## config.mk

```make
export PLATFORM = sky130hd
export DESIGN_NAME = dac_ctrl
export DESIGN_NICKNAME = d
export VERILOG_FILES = /design/src/rtl/dac_ctrl.sv
export SDC_FILE = /design/constraint.sdc
export NUM_CORES = 1
export LEC_CHECK = 0
export BUFFER_PORTS_ARGS = -buffer_cell sky130_fd_sc_hd__buf_2
export CAP_MARGIN = 20
export CORE_MARGIN = 4
export CORE_UTILIZATION = 47
export DETAILED_ROUTE_END_ITERATION = 10
export PLACE_DENSITY = 0.8
export SETUP_SLACK_MARGIN = 0.2
export SYNTH_ARGS = -nofsm -noshare
export SYNTH_HDL_FRONTEND = slang
export SYNTH_SLANG_ARGS = --single-unit
```

## constraint.sdc

```tcl
create_clock -name CLK50MHZ -period 1.7 [get_ports CLK50MHZ]
set_input_delay 0.34 -clock CLK50MHZ [delete_from_list [all_inputs] [get_ports CLK50MHZ]]
set_output_delay 0.34 -clock CLK50MHZ [all_outputs]
set_load 0.01 [all_outputs]
```

## src/rtl/dac_ctrl.sv

```systemverilog
// dac_ctrl: buffers per-channel DAC writes and sequences them one at a time into dacspi.
// Build option DAC_CTRL_FIFO_EN: 4-entry FIFO; when undefined, a single holding register.
module dac_ctrl #(
    parameter int GAP_TICKS     = 2,
    parameter int TIMEOUT_TICKS = 64
) (
    input  logic        CLK50MHZ,
    input  logic        RST,
    input  logic        spi_sck_trig,
    input  logic        wr_valid,
    output logic        wr_ready,
    input  logic [1:0]  wr_channel,
    input  logic [11:0] wr_value,
    input  logic        wr_update,
    output logic [11:0] dac_data,
    output logic [3:0]  dac_address,
    output logic [3:0]  dac_command,
    output logic        dactrig,
    input  logic        dacdone,
    output logic        busy,
    output logic [2:0]  level,
    output logic        err_timeout,
    input  logic        clr_err,
    output logic [1:0]  dbg_state
);

    // Handshake: a write transfers on every rising edge where wr_valid & wr_ready are both high;
    // wr_ready depends only on RST and occupancy, never on wr_valid.

    typedef enum logic [1:0] {
        S_IDLE = 2'd0,
        S_LOAD = 2'd1,
        S_TRIG = 2'd2,
        S_GAP  = 2'd3
    } state_t;

    localparam int         ENTRY_W  = 15;
    localparam logic [7:0] TO_LAST  = 8'(TIMEOUT_TICKS - 1);
    localparam logic [7:0] GAP_LAST = 8'(GAP_TICKS - 1);

    state_t               state_q, state_d;
    logic [7:0]           tick_q;
    logic                 tick_clr, tick_inc, set_err;
    logic                 push, pop;
    logic [ENTRY_W-1:0]   head;
    logic [ENTRY_W-1:0]   wr_entry;
    logic [2:0]           count_q;

    assign wr_entry = {wr_update, wr_channel, wr_value};
    assign push     = wr_valid & wr_ready;
    assign pop      = (state_q == S_LOAD);

`ifdef DAC_CTRL_FIFO_EN
    logic [ENTRY_W-1:0] mem [4];
    logic [1:0]         wr_ptr, rd_ptr;

    assign wr_ready = RST & (count_q != 3'd4);
    assign head     = mem[rd_ptr];

    always_ff @(posedge CLK50MHZ) begin
        if (push) begin
            mem[wr_ptr] <= wr_entry;
        end
    end

    always_ff @(posedge CLK50MHZ) begin
        if (!RST) begin
            wr_ptr  <= 2'd0;
            rd_ptr  <= 2'd0;
            count_q <= 3'd0;
        end else begin
            if (push) begin
                wr_ptr <= wr_ptr + 2'd1;
            end
            if (pop) begin
                rd_ptr <= rd_ptr + 2'd1;
            end
            // Simultaneous push and pop leaves the occupancy unchanged.
            case ({push, pop})
                2'b10:   count_q <= count_q + 3'd1;
                2'b01:   count_q <= count_q - 3'd1;
                default: count_q <= count_q;
            endcase
        end
    end
`else
    logic [ENTRY_W-1:0] hold_q;

    // The register frees up in LOAD, so a new write can land while the transfer is in TRIG.
    assign wr_ready = RST & (count_q == 3'd0);
    assign head     = hold_q;

    always_ff @(posedge CLK50MHZ) begin
        if (push) begin
            hold_q <= wr_entry;
        end
    end

    always_ff @(posedge CLK50MHZ) begin
        if (!RST) begin
            count_q <= 3'd0;
        end else if (push) begin
            count_q <= 3'd1;
        end else if (pop) begin
            count_q <= 3'd0;
        end
    end
`endif

    always_ff @(posedge CLK50MHZ) begin
        if (!RST) begin
            state_q <= S_IDLE;
        end else begin
            state_q <= state_d;
        end
    end

    always_comb begin
        state_d  = state_q;
        tick_clr = 1'b0;
        tick_inc = 1'b0;
        set_err  = 1'b0;
        case (state_q)
            S_IDLE: begin
                if (count_q != 3'd0) begin
                    state_d = S_LOAD;
                end
            end
            S_LOAD: begin
                state_d  = S_TRIG;
                tick_clr = 1'b1;
            end
            S_TRIG: begin
                // A completion in the same cycle as the last allowed tick counts as success.
                if (dacdone) begin
                    state_d  = S_GAP;
                    tick_clr = 1'b1;
                end else if (spi_sck_trig) begin
                    if (tick_q == TO_LAST) begin
                        set_err  = 1'b1;
                        state_d  = S_GAP;
                        tick_clr = 1'b1;
                    end else begin
                        tick_inc = 1'b1;
                    end
                end
            end
            S_GAP: begin
                if (spi_sck_trig) begin
                    if (tick_q == GAP_LAST) begin
                        state_d = S_IDLE;
                    end else begin
                        tick_inc = 1'b1;
                    end
                end
            end
            default: state_d = S_IDLE;
        endcase
    end

    always_ff @(posedge CLK50MHZ) begin
        if (!RST) begin
            tick_q      <= 8'd0;
            dac_data    <= 12'd0;
            dac_address <= 4'd0;
            dac_command <= 4'd0;
            dactrig     <= 1'b0;
            err_timeout <= 1'b0;
        end else begin
            if (tick_clr) begin
                tick_q <= 8'd0;
            end else if (tick_inc) begin
                tick_q <= tick_q + 8'd1;
            end
            if (pop) begin
                dac_data    <= head[11:0];
                dac_address <= {2'b00, head[13:12]};
                dac_command <= head[14] ? 4'b0011 : 4'b0000;
            end
            dactrig <= (state_d == S_TRIG);
            if (set_err) begin
                err_timeout <= 1'b1;
            end else if (clr_err) begin
                err_timeout <= 1'b0;
            end
        end
    end

    assign level     = count_q;
    assign busy      = (state_q != S_IDLE) | (count_q != 3'd0);
    assign dbg_state = state_q;

endmodule

```

Word-level counts from Yosys, hierarchy flattened --
Cells that the tools add are included.
Operators by class: add/subtract/negate cells 1, equal/unequal tests 6, mux-type cells 24, bitwise logic cells 4, reduce and logical (&&, ||, !) cells 6
Operator list (number):
- 1-bit two-way mux | 14
- 2-bit two-way mux | 7
- 8-bit by 1-bit adder with 8-bit output, second input constant | 1
- 8-bit by 1-bit equality test with 1-bit output, second input constant | 1
- 8-bit by 6-bit equality test with 1-bit output, second input constant | 1
- 2-bit case mux with 4 select lines | 1
- 2-bit equality test, second input constant | 3
- 2-bit nonzero test | 3
- 1-bit case mux with 2 select lines | 2
- 3-bit zero test | 1
- 1-bit bitwise AND | 2
- 2-bit by 1-bit equality test with 1-bit output, second input constant | 1
- 2-bit zero test | 1
- 2-bit OR reduction | 1
- 1-bit inverter | 1
- 1-bit bitwise OR | 1
Storage, ports and cells: register bits 46, input bits 21

Longest topological paths before layout --
depth after elaboration 6, gate-level depth with buffers 7, depth with buffers taken out 6

Worst setup path after synthesis --
Ideal clock, no wire load.
path type input port to flip-flop, start in RST, end reg hold_q[0], in the netlist head[0] (enable), library setup time 372 ps, arrival time 1325 ps, required time 1328 ps, slack 2 ps, stages on the path 3, cells stage by stage clkbuf_1 > nor2b_1 > and2_1
Between the ends: word-level cells in the longest chain between the ends 2
Ends and longest elaborated chain:
- start, declared | RTL line 8 | input logic RST,
- 1-bit bitwise AND | RTL line 90 | assign wr_ready = RST & (count_q == 3'd0);
- net wr_ready | RTL line 11 | output logic wr_ready,
- 1-bit bitwise AND | RTL line 50 | assign push = wr_valid & wr_ready;
- net push | RTL line 44 | logic push, pop;
- end signal, assigned | RTL line 95 | hold_q <= wr_entry;
- end, declared | RTL line 87 | logic [ENTRY_W-1:0] hold_q;
The timed path passes the listed nets, and every way through them passes these cells. A chain may end at the register's enable or synchronous reset.

Final worst setup path --
start reg tick_q[1], end reg tick_q[1]
Between the ends: word-level cells in the longest chain between the ends 6, elaborated cells between the ends (all ways) 14
Ends and longest elaborated chain:
- start, declared | RTL line 42 | logic [7:0] tick_q;
- start signal, assigned | RTL line 173 | tick_q <= tick_q + 8'd1;
- 8-bit by 6-bit equality test with 1-bit output | RTL line 139 | if (tick_q == TO_LAST) begin
- 1-bit two-way mux | RTL line 139
- 1-bit two-way mux | RTL line 138 | end else if (spi_sck_trig) begin
- 1-bit two-way mux | RTL line 135 | if (dacdone) begin
- 1-bit case mux with 2 select lines | RTL line 123 | case (state_q)
- 2-bit OR reduction (no line)
Parallel ways exist; a longest one is shown, timed or not.

==> run summary <==
clock power share: 35.2%
Async SR Flop Fraction: 0%
Max clock buf depth: 2
Worst Hold Path Cells: 1
die area: 5310 µm²
post-synth top area share: 28.4%
Crit path max-delay family: simple AND/OR/NAND/NOR gates
Worst Reg2Reg Path Length in Cells: 6
r2r startpoint: tick_q[1]$_SDFFE_PP0P_
Max Clk Rate: 603 MHz
# diodes: 0
slowest stage delay, CP: 510 ps
critical path endpoint category: flip-flop
Worst Path Max Fanout: 4
combinational share of power: 14.0%
H-tree depth: 2
Switching Share: 24.6%
Setup WS pre-CTS: -6.46 ps
Via density: 5.35
wire per inst: 14.7 µm
R2R Setup Slk: 40 ps
DP HPWL: 2780 µm
initial antenna violation count: 0
yosys warns: 0
P_sw: 0.556 mW
Hold Buf Count CTS: 0
Synth area leaders: dfxtp_1 (28%), edfxtp_1 (23%), mux2i_1 (9.6%)
GRT Resource Usage Total: 15.8%
Pleak: 0.953 nW
Max stage delay cell, worst path: or4b_4
Final Cycle Share: 97.6%
Slew Limit Fails: 0
hold path start: wr_value[2]
Most used DFF post-synth: dfxtp_1
Die Span Y: 72.9 µm
Setup CP Type: reg -> reg
Fillers: 330
Placement Rows: 23
detailed-route via count: 1492
post-synthesis sequential area ratio: 51.1%
vias in the first global route: 1429
clock skew: 8.18 ps
# IOs: 50
IO Port Bufs: 43
GRT overflow: 0
drt pass-1 iters: 7
worst-path cell chain: inv_2 -> ha_4 -> or4b_4 -> o21a_1 -> nor3_1 -> a211oi_2
count leader, synth: dfxtp_1
Placer Congestion: 0.921
Worst Path Arrival: 1840 ps
synth cell count leaders: dfxtp_1 (28), mux2i_1 (19), nor2b_1 (18)
MaxCap Viol Count: 0
hold violation count in the final report: 0
WL final: 4110 µm
setup ws final: 41.4 ps
Post-synth EDFFs: 15
synthesized cell area: 1980 µm²
synthesized area per cell: 11.2 µm²
Clock Pin Slew Worst Setup and Hold Paths: 90 ps
Worst Hold Class: in -> reg
clock sinks: 43
largest net degree at the start of global routing: 28
crit path buf inv count: 1
first-pass GRT wire length: 6550 µm
Area Overhead vs Synth: 24.6%
Chip Width: 72.9 µm
Worst-Skew Late Latency: 300 ps
unrepaired setup endpoints after global routing: yes
share of cells above drive strength 1: 36.2%
core area: 4030 µm²
root buffer cell: clkbuf_8
DRT iter0 DRCs: 139
DRC Markers: 0
antenna viol nets, final: 0
Initial Utilization: 49.1%
min cycle time layout: 1660 ps
FF-to-FF End: tick_q[1]$_SDFFE_PP0P_
Peak supply drop: 612 µV
# nets final: 256
outcome: finished clean
Mapped Cells: 177
largest area contributor in the netlist: dfxtp_1
Power Density: 918 nW/µm²
post-synthesis register bit count: 43
Unique masters post-synth: 40
CTS tree: done
CP Launch Type: flip-flop
Critical Path RT: 1880 ps
Hold WS: 215 ps
Hold Path End: head[2]$_DFFE_PP_
Setup-failing EPs final: 0
CTS Buf Count: 5
total internal power: 1.70 mW
sequential share of power: 50.7%
-- placed cells by master (no fill, tap or decap), types with 3 or more instances in the layout --
cell type  Yosys  final
inv_1          8      5
dfxtp_1       28     24
nand3b_1       3      3
nor2_1         3      3
a21oi_1        9      9
nor2b_1       18     18
and3_1         3      3
edfxtp_1      15     15
o21ai_2        2      3
conb_1         1      6
o211ai_1       9      9
dfxtp_4        0      3
mux2i_1       19     19
clkbuf_8       0      5
nand3_1        5      5
buf_2          2     43
nand2_1        5      5
inv_2          0      3
ha_2           0      3
buf_4          7      6
-- layout make-up --
type	instances	area (µm²)	area share, %
Sequential cell	43	1020	41.6
Multi-Input combinational cell	119	952	38.7
Timing Repair Buffer	51	283	11.5
Clock buffer	5	68.8	2.79
Tap cell	50	62.6	2.54
Clock inverter	3	42.5	1.73
Inverter	8	30.0	1.22
-- metrics by stage --
step	cell area, µm²	TNS (ps)	instances	power [mW]	utilization, %
floorplan	2030	0	182	1.38	-
global placement	2260	0	267	1.46	56.1
detailed placement	2260	-6.46	267	1.47	56.1
CTS	2420	0	277	2.27	60.1
global route	2460	-24.4	279	2.36	61.1
finish	2460	0	279	2.26	61.1
-- cells by family (layout without fill, tap and decap cells) --
group                    Yosys count  after routing  share of synthesized area, %
buffers and inverters             20             67                          5.25
flip-flops                        43             43                          51.1
other                              1              6                         0.190
adder cells (fa/ha/maj)            7              7                          4.43
AO/OA/AOI/OAI                     36             36                          13.5
multiplexers                      19             19                          9.62
AND/OR/NAND/NOR                   51             51                          15.9
-- power groups by stage --
stage | Sequential [mW] | Clock (mW) | Combinational (mW)
after detailed placement | 1.17 | 0 | 0.299
after global routing | 1.15 | 0.853 | 0.349
final | 1.15 | 0.796 | 0.317
after global placement | 1.17 | 0 | 0.291
after CTS | 1.15 | 0.812 | 0.313
after floorplan | 1.18 | 0 | 0.196
-- routing by layer --
layer,share of wire (%),global-route usage [%],vias up
li1,-,-,726
met1,40,19.2,676
met2,48,25.4,77
met3,9.2,4.82,13
met4,2.4,7.99,0
met5,0,0,-
-- worst max-delay path by stage --
stage	startpoint	end	slack (ps)	depth (start not counted)
floorplan	tick_q[0]$_SDFFE_PP0P_	tick_q[0]$_SDFFE_PP0P_	160	5
global placement	tick_q[0]$_SDFFE_PP0P_	tick_q[0]$_SDFFE_PP0P_	70	5
detailed placement	tick_q[0]$_SDFFE_PP0P_	tick_q[1]$_SDFFE_PP0P_	-6	5
CTS	tick_q[1]$_SDFFE_PP0P_	dactrig$_SDFF_PN0_	70	6
global route	tick_q[1]$_SDFFE_PP0P_	dactrig$_SDFF_PN0_	-10	6
finish	tick_q[1]$_SDFFE_PP0P_	tick_q[1]$_SDFFE_PP0P_	40	6
-- flip-flops by register name (all words and copies together) (netlist names) --
register	flops
dbg_state	2
dac_data	12
dactrig	1
err_timeout	1
level	1
head	15
tick_q	8
dac_address	2
dac_command	1
-- repair_timing --
item | CTS | global route
setup endpoints to repair | 17 | 22
gates resized for setup | 11 | 7
setup buffers | 2 | 2
pin swaps | 9 | 1
(Power assumes the default switching activity.)
